File: src/rtl/dut_alu.sv
// rtl/dut_alu.sv - registered 16-op ALU with REG/MEM/IMM operand-B select
// Optional CARRY/ZERO outputs are enabled by defining ALU_FLAGS_EN.
module dut_alu #(
    parameter int DATA_WIDTH = 8
) (
    input  logic                  CLK,
    input  logic                  RESET,
    input  logic                  ACT,
    input  logic [3:0]            OP,
    input  logic [1:0]            MOVI,
    input  logic [DATA_WIDTH-1:0] REG_A,
    input  logic [DATA_WIDTH-1:0] REG_B,
    input  logic [DATA_WIDTH-1:0] MEM,
    input  logic [DATA_WIDTH-1:0] IMM,
    output logic                  ALU_RDY,
    output logic [DATA_WIDTH-1:0] EX_ALU,
    output logic                  EX_ALU_VLD
`ifdef ALU_FLAGS_EN
    ,
    output logic                  CARRY,
    output logic                  ZERO
`endif
);

    localparam logic [DATA_WIDTH-1:0] ONE = DATA_WIDTH'(1);

    logic [DATA_WIDTH-1:0] opb;
    logic [DATA_WIDTH-1:0] add_r;
    logic [DATA_WIDTH-1:0] sub_r;
    logic [DATA_WIDTH-1:0] mul_r;
    logic [DATA_WIDTH-1:0] res;
    logic                  accept;
    logic                  pend_vld;
    logic [DATA_WIDTH-1:0] pend_res;

    assign accept = ACT && ALU_RDY;

    always_comb begin
        case (MOVI)
            2'b01:   opb = MEM;
            2'b10:   opb = IMM;
            default: opb = REG_B;
        endcase
    end

    assign add_r = REG_A + opb;
    assign sub_r = REG_A - opb;
    assign mul_r = REG_A * opb;

    always_comb begin
        case (OP)
            4'b0000: res = add_r;
            4'b0001: res = sub_r;
            4'b0010: res = mul_r;
            4'b0011: res = {REG_A[DATA_WIDTH-2:0], 1'b0};
            4'b0100: res = {1'b0, REG_A[DATA_WIDTH-1:1]};
            4'b0101: res = {REG_A[DATA_WIDTH-2:0], REG_A[DATA_WIDTH-1]};
            4'b0110: res = {REG_A[0], REG_A[DATA_WIDTH-1:1]};
            4'b0111: res = ~REG_A;
            4'b1000: res = REG_A & opb;
            4'b1001: res = REG_A | opb;
            4'b1010: res = REG_A ^ opb;
            4'b1011: res = ~(REG_A & opb);
            4'b1100: res = ~(REG_A | opb);
            4'b1101: res = ~(REG_A ^ opb);
            4'b1110: res = REG_A + ONE;
            default: res = REG_A - ONE;
        endcase
    end

`ifdef ALU_FLAGS_EN
    logic [2*DATA_WIDTH-1:0] prod_w;
    logic                    carry_c;
    logic                    pend_carry;

    assign prod_w = {{DATA_WIDTH{1'b0}}, REG_A} * {{DATA_WIDTH{1'b0}}, opb};

    // Carry-out of ADD shows up as a wrapped sum smaller than an operand.
    always_comb begin
        case (OP)
            4'b0000:          carry_c = (add_r < REG_A);
            4'b0001:          carry_c = (REG_A < opb);
            4'b0010:          carry_c = (prod_w > {{DATA_WIDTH{1'b0}}, {DATA_WIDTH{1'b1}}});
            4'b0011, 4'b0101: carry_c = REG_A[DATA_WIDTH-1];
            4'b0100, 4'b0110: carry_c = REG_A[0];
            4'b1110:          carry_c = &REG_A;
            4'b1111:          carry_c = ~|REG_A;
            default:          carry_c = 1'b0;
        endcase
    end
`endif

    // Stage 1 captures the accepted result; stage 2 presents it for one cycle.
    always_ff @(posedge CLK) begin
        if (RESET) begin
            ALU_RDY    <= 1'b0;
            pend_vld   <= 1'b0;
            pend_res   <= '0;
            EX_ALU     <= '0;
            EX_ALU_VLD <= 1'b0;
`ifdef ALU_FLAGS_EN
            pend_carry <= 1'b0;
            CARRY      <= 1'b0;
            ZERO       <= 1'b0;
`endif
        end else begin
            ALU_RDY    <= 1'b1;
            pend_vld   <= accept;
            EX_ALU_VLD <= pend_vld;
            if (accept) begin
                pend_res <= res;
`ifdef ALU_FLAGS_EN
                pend_carry <= carry_c;
`endif
            end
            if (pend_vld) begin
                EX_ALU <= pend_res;
`ifdef ALU_FLAGS_EN
                CARRY <= pend_carry;
                ZERO  <= (pend_res == '0);
`endif
            end
        end
    end

endmodule

File: config.mk
export PLATFORM = sky130hd
export DESIGN_NAME = dut_alu
export DESIGN_NICKNAME = d
export VERILOG_FILES = /design/src/rtl/dut_alu.sv
export SDC_FILE = /design/constraint.sdc
export NUM_CORES = 1
export LEC_CHECK = 0
export BUFFER_PORTS_ARGS = -buffer_cell sky130_fd_sc_hd__buf_4
export CORE_UTILIZATION = 26
export CTS_CLUSTER_DIAMETER = 100
export DETAILED_ROUTE_END_ITERATION = 12
export SYNTH_ARGS = -nofsm -noshare
export SYNTH_HDL_FRONTEND = slang
export SYNTH_SLANG_ARGS = --single-unit
File: constraint.sdc
create_clock -name CLK -period 8 [get_ports CLK]
set_clock_uncertainty 0.05 [all_clocks]
set_input_delay 0.8 -clock CLK [delete_from_list [all_inputs] [get_ports CLK]]
set_output_delay 0.8 -clock CLK [all_outputs]
set_load 0.005 [all_outputs]
### Word level (Yosys, flattened, before mapping)

Cells that the tools add are included.

* register bits after elaboration: 19
* bits of input ports: 41
* output and inout bits: 10
* word-level logic and storage cells: 38

* add/sub/neg operators: 4
* multiply operators: 1
* eq/ne operators: 16
* muxes and demuxes: 3
* bitwise logic cells: 7
* reduce and logical (&&, ||, !) cells: 2

Operator list (count)
* $pmux W8 S15: 1
* $not A8 Y8: 4
* $eq A4 B4 Y1 const B: 7
* $eq A4 B3 Y1 const B: 4
* $pmux W8 S2: 1
* $add A8 B1 Y8 const B: 1
* $add A8 B8 Y8: 1
* $and A8 B8 Y8: 1
* $eq A4 B2 Y1 const B: 2
* $mul A8 B8 Y8: 1
* $or A8 B8 Y8: 1
* $sub A8 B1 Y8 const B: 1
* $sub A8 B8 Y8: 1
* $xor A8 B8 Y8: 1
* $eq A4 B1 Y1 const B: 1
* $logic_not A4 Y1: 1
* $eq A2 B1 Y1 const B: 1
* $eq A2 B2 Y1 const B: 1
* $logic_and A1 B1 Y1: 1
* $mux W1: 1

### Longest topological paths before layout

Gate-level depths: netlist (run 1).

* depth in word-level cells: 5
* mapped depth: 22
* depth with buffers taken out: 21

### Worst setup path before layout (run 1)

OpenSTA, ideal clock, no wires.

* path type: input -> register
* start point: input port MOVI[0]
* end point: register pend_res[7]
* library setup time: 0.115 ns
* arrival: 5.317 ns
* data required time: 7.835 ns
* setup slack: 2.517 ns
* stages on the path: 21
* buffers on the path: 2
* path through: inv_1 ha_1 buf_4 a221o_2 and2_1 buf_2 inv_2 nor2_1 fa_1 ha_1 fa_1 inv_1 fa_1 inv_1 ha_1 a21oi_1 xor2_1 xnor3_1 xnor3_1 o21ai_1 a31o_1

* cells in the longest elaborated chain, start to end: 5
* elaborated cells between the ends (all ways): 13
* classes of those cells: 2 x add/sub; 1 x mul; 2 x eq/ne; 2 x mux; 6 x bitwise

RTL lines
* from (decl): line 10 `input logic [1:0] MOVI,`
* $eq A2 B2 Y1 / $eq A2 B1 Y1 (equally long branches): line 39 `case (MOVI)`
* $pmux W8 S2 (*): line 39
* parallel branches: the longest is 2 deep, another holds $mul A8 B8 Y8
* $pmux W8 S15 (*): line 51 `case (OP)`
* to (signal assigned): line 111 `pend_res <= res;`
* to (decl): line 34 `logic [DATA_WIDTH-1:0] pend_res;`

Every way passes the cells marked *.
A chain may end at the register's enable or synchronous reset.

### Worst setup path in the final report (run 1)

Ends and elaborated chain as after synthesis.

==> results.py, run 1 <==
metrics = {
    "yosys": {
        "synth_xor_area_share_pct": 6.44,
        "synthTopCellsByArea": "ha_1 (16%), dfxtp_1 (11%), fa_1 (7.7%)",
        "synth_mux_area_share_pct": 3.87,
        "synthSimpleGateAreaFrac_pct": 19.8,
        "ys.flop_type": "dfxtp_1",
        "synth.cell_area_um2": 3360,
        "synth_top_family_by_area": "compound AO/OA/AOI/OAI gates",
        "yosysTopAreaCell": "ha_1",
        "ys_warn_count": 0,
        "synth_cells": 458,
        "syn_area_per_cell_um2": 7.34,
        "synth_seq_area_share_pct": 11.3,
        "synthArstFlopShare_pct": 0,
        "synth-compound-area-share_pct": 26.9,
        "synth_edf_count": 0,
        "synth_cell_type_count": 62,
        "ys_seq_elements": 19,
        "synth_top_area_share_pct": 15.6,
        "syn-num-nets": 554,
        "post_synth_fa_ha_maj_area_fraction_pct": 23.4,
    },
    "run_status": {
        "outcome": "finished clean",
    },
    "die": {
        "die_h_um": 116,
        "row_count": 41,
        "start_util_pct": 26.6,
        "io_pins": 51,
        "die_x_um": 116,
        "coreArea_um2": 12600,
        "die_area_um2": 13400,
    },
    "routing": {
        "drt-met1-wl_mm": 4.75,
        "drt_iter0_drc": 225,
        "routed_via_density": 5.23,
        "drtPass1Iterations": 6,
        "highest_layer": "met4",
        "dr_wl_met3_um": 704,
        "drcViolationCount": 0,
        "wl_mm": 10.1,
        "routedWlPerCell_um": 15.3,
        "num_vias": 3445,
        "postRouteAntennaNets": 0,
        "wl_met2_mm": 4.41,
    },
    "critical_path": {
        "path_depth": 20,
        "reg2regPathDepth": 4,
        "crit_arrival_ns": 5.95,
        "worst-setup-path-type": "input pin to register",
        "critPathRequiredTime_ns": 8.14,
        "start_kind": "input pin",
        "cp_num_buf_inv": 5,
        "crit_path_max_incr_delay_ns": 0.61,
        "cp_max_fo": 16,
        "critPathCaptureType": "register",
        "cpMaxStageDelayCell": "ha_1",
        "crit_family": "adder cells",
        "cp_cell_sequence": "buf_4 -> inv_1 -> ha_1 -> a221o_2 -> and2_1 -> nand2_1 -> fa_1 -> fa_1 -> inv_1 -> fa_1 -> inv_1 -> fa_1 -> inv_1 -> ha_1 -> a21oi_1 -> xor2_1 -> xnor3_1 -> xnor3_1 -> o21ai_1 -> a31o_1",
    },
    "placed_design": {
        "dp_hpwl_mm": 7.81,
        "gp_congestion": 0.910,
        "port_buffers": 50,
    },
    "cts": {
        "htreeDepth": 1,
        "insertion_delay_ns": 0.25,
        "cts_hold_buf": 0,
        "cts_buffers": 3,
        "cts_tree": "yes",
        "cts_resized": 0,
        "clock_sinks": 19,
        "cts_setup_buffers": 0,
        "clockRootBuffer": "clkbuf_16",
        "clk_pin_slew_ns": 0.05,
        "clock_path_buffers": 2,
    },
    "layout": {
        "multiInputGateArea_um2": 2700,
        "diodes": 0,
        "layout_common_cells": "nor2_1 (54), buf_4 (51), nand2_1 (49)",
        "drive_above_1_share_pct": 12.7,
        "layout_commonest_cell": "nor2_1",
        "syn2layout_area_growth_pct": 16.7,
        "fill_cells": 1388,
        "fin_nets": 584,
        "register_area_um2": 380,
    },
    "pwr": {
        "pwr-share-seq_pct": 18.9,
        "p_clk_share_pct": 18.6,
        "swShare_pct": 42.3,
        "power.net_switching_mw": 0.227,
        "p_int_mw": 0.310,
        "pwr-share-comb_pct": 62.5,
        "power.leakage_nw": 1.76,
        "ir_drop_mv": 0.0620,
        "power_density_nw_per_um2": 137,
    },
    "sta": {
        "worstMarginPinSlew_ns": 0.893,
        "whs_ns": 0.401,
        "fmax_mhz": 172,
        "relSlewSlack_pct": 40.0,
        "rsz0062_at_grt": "no",
        "finalSetupViolations": 0,
        "setup_tns_ns": 0,
        "period_needed_ns": 5.81,
        "hold_viol": 0,
        "report.final.slew_viol_count": 0,
        "period_share_pct": 72.6,
    },
    "grt": {
        "overflow": 0,
        "grt_max_degree": 45,
        "track_usage_pct": 15.2,
        "grt_pass1_vias": 3231,
        "antenna_found_initial": 0,
        "grt_pass1_wl_mm": 16.1,
    },
    "worst_hold_path": {
        "min_path_type": "register to register",
        "holdPathStages": 2,
    },
    "run": {
        "maxCapViolations": 0,
    },
}
[worst min-delay path, stage by stage, from the launching register on]
cell     delay (ns)
dfxtp_1        0.30
nand2_1        0.05
a21oi_1        0.05
[cell usage after synthesis, types with 8 or more instances]
library cell  instances
a21oi_1              33
a22oi_1              10
clkbuf_1             15
dfxtp_1              19
fa_1                 13
ha_1                 42
inv_1                39
mux2i_1              13
nand2_1              49
nand2b_1              9
nand3_1               9
nor2_1               54
nor2b_1              10
o21ai_0              21
o22ai_1               8
xnor2_1              12
[per-stage QoR]
| stage | utilization (%) | setup slack, ns | cells | cell area (um2) | power [mW] |
|---|---|---|---|---|---|
| 2_1_floorplan | - | 2.52 | 458 | 3360 | 0.345 |
| 3_3_place_gp | 30.5 | 2.06 | 655 | 3840 | 0.430 |
| 3_5_place_dp | 30.5 | 1.93 | 655 | 3840 | 0.437 |
| 4_1_cts | 31.1 | 2.18 | 659 | 3920 | 0.540 |
| 5_1_grt | 31.1 | 1.88 | 659 | 3920 | 0.584 |
| 6_report | 31.1 | 2.19 | 659 | 3920 | 0.537 |
[cells by family (layout without fill, tap and decap cells)]
group           count (synthesis)  in the layout
compound gates                132            132
fa+ha+maj                      55             55
mux                            13             13
xor+xnor                       20             20
buf+inv                        70             99
simple gates                  149            149
flops                          19             19
[final timing paths]
path	start	end	slack [ns]
min	pend_res[4]$_SDFFE_PP0P_	pend_res[4]$_SDFFE_PP0P_	0.40
min reg2reg	pend_res[4]$_SDFFE_PP0P_	pend_res[4]$_SDFFE_PP0P_	0.40
max reg2reg	ALU_RDY$_DFF_P_	pend_res[7]$_SDFFE_PP0P_	6.39
max	MOVI[0]	pend_res[7]$_SDFFE_PP0P_	2.19
[layer usage]
| layer | global-route usage [%] | up-vias |
|---|---|---|
| met5 | 0 | - |
| met4 | 3.16 | 0 |
| met3 | 2.25 | 16 |
| met2 | 24.2 | 145 |
| met1 | 21.7 | 1600 |
| li1 | - | 1684 |
[power groups by stage]
| stage | combinational (mW) | clock (mW) | sequential (mW) |
|---|---|---|---|
| after global placement | 0.327 | 0 | 0.104 |
| after detailed placement | 0.333 | 0 | 0.104 |
| final | 0.336 | 0.0999 | 0.102 |
| after global routing | 0.376 | 0.106 | 0.102 |
| after floorplan | 0.243 | 0 | 0.102 |
| after CTS | 0.336 | 0.103 | 0.102 |
[area by class of cell]
class,count,share of cell area [%]
multi-input combinational,369,68.8
timing repair buffer,51,9.76
sequential,19,9.69
tap,172,5.48
inverter,44,4.21
clock buffer,4,2.01
[flip-flops by register name (all words and copies together), names as in the netlist]
register / flops
EX_ALU_VLD: 1
pend_vld: 1
EX_ALU: 8
pend_res: 8
ALU_RDY: 1
Note: power is estimated with default switching activity, not from simulation.
==> run 2, diff against run 1 <==
==> constraint.sdc (replaced) <==
create_clock -name CLK -period 5.8 [get_ports CLK]
set_clock_uncertainty 0.05 [all_clocks]
set_input_delay 0.58 -clock CLK [delete_from_list [all_inputs] [get_ports CLK]]
set_output_delay 0.58 -clock CLK [all_outputs]
set_load 0.005 [all_outputs]
==> results.py, run 2 (synthesis gave the netlist of run 1 again) <==
metrics = {
    "cts": {
        "htreeDepth": 1,
        "cts_tree": "yes",
        "clock_path_buffers": 2,
        "cts_buffers": 3,
        "insertion_delay_ns": 0.25,
        "clockRootBuffer": "clkbuf_16",
        "cts_hold_buf": 0,
        "cts_resized": 0,
        "clock_sinks": 19,
        "clk_pin_slew_ns": 0.05,
        "cts_setup_buffers": 0,
    },
    "routing": {
        "num_vias": 3489,
        "drtPass1Iterations": 6,
        "postRouteAntennaNets": 0,
        "wl_mm": 10.3,
        "routedWlPerCell_um": 15.5,
        "drt_iter0_drc": 373,
        "routed_via_density": 5.25,
        "drcViolationCount": 0,
    },
    "sta": {
        "finalSetupViolations": 0,
        "hold_viol": 0,
        "rsz0062_at_grt": "no",
        "setup_ws_ns": 0.442,
        "fmax_mhz": 187,
        "relSlewSlack_pct": 44.3,
        "report.final.slew_viol_count": 0,
        "period_needed_ns": 5.36,
        "period_share_pct": 92.4,
        "worstMarginPinSlew_ns": 0.829,
        "setup_tns_ns": 0,
        "whs_ns": 0.405,
    },
    "die": {
        "coreArea_um2": 12600,
        "row_count": 41,
        "io_pins": 51,
        "die_area_um2": 13400,
        "die_h_um": 116,
        "start_util_pct": 26.6,
        "die_x_um": 116,
    },
    "pwr": {
        "pwr-share-seq_pct": 18.6,
        "total_power_mw": 0.753,
        "power.leakage_nw": 1.79,
        "p_int_mw": 0.434,
        "power.net_switching_mw": 0.319,
        "power_density_nw_per_um2": 190,
        "pwr-share-comb_pct": 62.9,
        "swShare_pct": 42.3,
        "ir_drop_mv": 0.0784,
        "p_clk_share_pct": 18.4,
    },
    "worst_hold_path": {
        "min_path_type": "register to register",
    },
    "grt": {
        "overflow": 0,
        "antenna_found_initial": 0,
        "grt_pass1_vias": 3171,
        "grt_max_degree": 45,
        "track_usage_pct": 15.4,
        "grt_pass1_wl_mm": 16.3,
    },
    "layout": {
        "layout_commonest_cell": "buf_4",
        "final_core_util_pct": 31.4,
        "top_regs": "EX_ALU: 8 flops, pend_res: 8 flops",
        "diodes": 0,
        "multiInputGateArea_um2": 2700,
        "fill_cells": 1405,
        "fin_nets": 590,
        "syn2layout_area_growth_pct": 18.0,
        "fin_cells": 665,
        "drive_above_1_share_pct": 13.8,
        "register_area_um2": 380,
        "fin_area_um2": 3970,
        "layout_common_cells": "buf_4 (57), nor2_1 (54), nand2_1 (49)",
    },
    "placed_design": {
        "dp_hpwl_mm": 8.09,
        "place_worst_setup_slack_ns": 0.178,
        "port_buffers": 50,
        "dpl_cell_area_um2": 3890,
        "gp_congestion": 0.906,
        "dp.cells": 661,
    },
    "run": {
        "maxCapViolations": 0,
    },
    "critical_path": {
        "cp_max_fo": 11,
        "crit_arrival_ns": 5.50,
        "critPathCaptureType": "register",
        "critPathRequiredTime_ns": 5.94,
        "worst-setup-path-type": "input pin to register",
        "start_kind": "input pin",
    },
    "run_status": {
        "outcome": "finished clean",
    },
}
run 2: cell types whose count changed in the layout (fill, tap and decap cells not counted), sizes merged:
cell,before,now
buf,51,57
run 2: final timing paths:
kind	cells after the start	slack [ns]	start	endpoint
min reg2reg	2	0.40	pend_res[4]$_SDFFE_PP0P_	pend_res[4]$_SDFFE_PP0P_
max reg2reg	5	4.21	ALU_RDY$_DFF_P_	pend_res[6]$_SDFFE_PP0P_
min	2	0.40	pend_res[4]$_SDFFE_PP0P_	pend_res[4]$_SDFFE_PP0P_
max	22	0.44	MOVI[0]	pend_res[7]$_SDFFE_PP0P_
run 2: critical path, stage by stage:
cell	delay (ns)
buf_4	0.08
inv_1	0.03
ha_1	0.36
buf_4	0.21
o21ai_2	0.28
ha_1	0.25
inv_1	0.08
fa_1	0.41
inv_1	0.09
fa_1	0.39
ha_1	0.29
inv_1	0.05
fa_1	0.53
inv_1	0.04
ha_1	0.33
a21o_1	0.17
a21oi_1	0.18
xor2_1	0.18
xnor3_1	0.25
xnor3_1	0.39
o21ai_1	0.16
a31o_1	0.15
run 2: layout make-up:
type,count,area share (%)
repair buffers,57,10.8
well taps,172,5.42
multi-input cells,369,68.1
clock buffers,4,1.99
flip-flops and latches,19,9.58
inverters,44,4.16
run 2: layer usage:
layer  vias up  part of all wire (%)  GRT usage [%]  routed length [um]
met5         -                     0              0                   0
met4         0                   1.9           3.68                 197
met3        16                   8.0           1.88                 824
met2       166                    46           25.1                4700
met1      1617                    45           21.7                4590
li1       1690                     -              -                   -
run 2: power groups by stage:
stage / sequential (mW) / clock, mW / combinational (mW)
floorplan: 0.141 / 0 / 0.335
global placement: 0.143 / 0 / 0.460
detailed placement: 0.143 / 0 / 0.471
CTS: 0.141 / 0.140 / 0.474
global route: 0.141 / 0.147 / 0.523
finish: 0.140 / 0.139 / 0.474
==> run 3, diff against run 2 <==
--- a/config.mk
+++ b/config.mk
@@ -9,6 +9,7 @@
 export CORE_UTILIZATION = 26
 export CTS_CLUSTER_DIAMETER = 100
 export DETAILED_ROUTE_END_ITERATION = 12
+export MAX_ROUTING_LAYER = met4
 export SYNTH_ARGS = -nofsm -noshare
 export SYNTH_HDL_FRONTEND = slang
 export SYNTH_SLANG_ARGS = --single-unit
==> results.py, run 3 (synthesis gave the netlist of run 1 again) <==
metrics = {
    "run_status": {
        "outcome": "finished clean",
    },
    "worst_hold_path": {
        "min_path_type": "register to register",
        "holdPathStages": 2,
    },
    "critical_path": {
        "path_depth": 22,
        "cp_max_fo": 11,
        "cpMaxStageDelayCell": "fa_1",
        "worst-setup-path-type": "input pin to register",
        "crit_family": "adder cells",
        "crit_path_max_incr_delay_ns": 0.53,
        "crit_arrival_ns": 5.49,
        "cp_cell_sequence": "buf_4 -> inv_1 -> ha_1 -> buf_4 -> o21ai_2 -> ha_1 -> inv_1 -> fa_1 -> inv_1 -> fa_1 -> ha_1 -> inv_1 -> fa_1 -> inv_1 -> ha_1 -> a21o_1 -> a21oi_1 -> xor2_1 -> xnor3_1 -> xnor3_1 -> o21ai_1 -> a31o_1",
        "cp_num_buf_inv": 7,
        "critPathRequiredTime_ns": 5.95,
        "reg2regPathDepth": 4,
        "start_kind": "input pin",
        "critPathCaptureType": "register",
        "crit_top_cell": "inv_1",
    },
    "pwr": {
        "power.leakage_nw": 1.79,
        "power_density_nw_per_um2": 190,
        "total_power_mw": 0.756,
        "ir_drop_mv": 0.0828,
    },
    "layout": {
        "fin_nets": 590,
        "drive_above_1_share_pct": 13.8,
        "fin_area_um2": 3970,
        "top_regs": "EX_ALU: 8 flops, pend_res: 8 flops",
        "final_core_util_pct": 31.4,
        "register_area_um2": 380,
        "layout_common_cells": "buf_4 (57), nor2_1 (54), nand2_1 (49)",
        "diodes": 0,
        "fill_cells": 1403,
        "syn2layout_area_growth_pct": 18.0,
        "multiInputGateArea_um2": 2700,
        "fin_cells": 665,
        "layout_commonest_cell": "buf_4",
    },
    "sta": {
        "finalSetupViolations": 0,
        "worstMarginPinSlew_ns": 0.859,
        "setup_tns_ns": 0,
        "hold_viol": 0,
        "report.final.slew_viol_count": 0,
        "rsz0062_at_grt": "no",
        "period_share_pct": 92.1,
        "relSlewSlack_pct": 42.3,
        "period_needed_ns": 5.34,
        "fmax_mhz": 187,
    },
    "die": {
        "start_util_pct": 26.6,
        "die_area_um2": 13400,
        "die_x_um": 116,
        "io_pins": 51,
        "die_h_um": 116,
        "coreArea_um2": 12600,
        "row_count": 41,
    },
    "routing": {
        "drcViolationCount": 0,
        "num_vias": 3492,
        "postRouteAntennaNets": 0,
        "routed_via_density": 5.25,
        "wl_mm": 10.6,
        "routedWlPerCell_um": 15.9,
        "drt_iter0_drc": 252,
        "drtPass1Iterations": 5,
    },
    "grt": {
        "grt_max_degree": 45,
        "track_usage_pct": 16.6,
        "grt_pass1_wl_mm": 17.0,
        "grt_pass1_vias": 3324,
        "overflow": 0,
        "antenna_found_initial": 0,
    },
    "run": {
        "maxCapViolations": 0,
    },
    "cts": {
        "cts_setup_buffers": 0,
        "clock_path_buffers": 2,
        "cts_hold_buf": 0,
        "cts_resized": 0,
        "clockRootBuffer": "clkbuf_16",
        "clock_sinks": 19,
        "cts_buffers": 3,
        "insertion_delay_ns": 0.25,
        "htreeDepth": 1,
        "clk_pin_slew_ns": 0.05,
        "cts_tree": "yes",
    },
    "placed_design": {
        "port_buffers": 50,
        "dp_hpwl_mm": 8.31,
        "dpl_cell_area_um2": 3890,
        "gp_congestion": 0.915,
        "dp.cells": 661,
    },
}
[run 3: cell counts in the layout (fill, tap and decap cells not counted)]
No cell type changed its count.
[run 3: layer usage]
metal	GRT usage [%]	wire, um	vias to the layer above
li1	-	-	1678
met1	22.9	4930	1641
met2	25.7	4730	152
met3	1.88	670	21
met4	4.44	248	0
met5	-	0	-
[run 3: area by class of cell]
cell class | instances | area share, %
clock buffer | 4 | 1.99
tap | 172 | 5.42
inverter | 44 | 4.16
sequential | 19 | 9.58
multi-input combinational | 369 | 68.1
timing repair buffer | 57 | 10.8
[run 3: path summary, 6_finish.rpt]
| kind | slack [ns] | to | start |
|---|---|---|---|
| worst min-delay path | 0.40 | pend_res[4]$_SDFFE_PP0P_ | pend_res[4]$_SDFFE_PP0P_ |
| worst min register to register | 0.40 | pend_res[4]$_SDFFE_PP0P_ | pend_res[4]$_SDFFE_PP0P_ |
| worst max-delay path | 0.46 | pend_res[7]$_SDFFE_PP0P_ | MOVI[0] |
| worst max register to register | 4.21 | pend_res[7]$_SDFFE_PP0P_ | ALU_RDY$_DFF_P_ |
[run 3: worst register-to-register path: stages, from the launching register on]
cell	delay (ns)
dfxtp_1	0.34
nand2_1	0.28
a311o_1	0.43
a311oi_1	0.27
a31o_1	0.17
[run 3: where the power goes]
part           internal [mW]  total [mW]  switching, mW
sequential             0.136       0.140        0.00387
combinational          0.205       0.476          0.271
clock                 0.0934       0.140         0.0462
total                  0.435       0.756          0.321
[run 3: stage by stage]
stage          setup WS (ns)  hold WS [ns]
2_1_floorplan          0.537         0.375
3_3_place_gp           0.334         0.395
3_5_place_dp           0.177         0.397
4_1_cts                0.431         0.407
5_1_grt                0.165         0.435
6_report               0.458         0.402
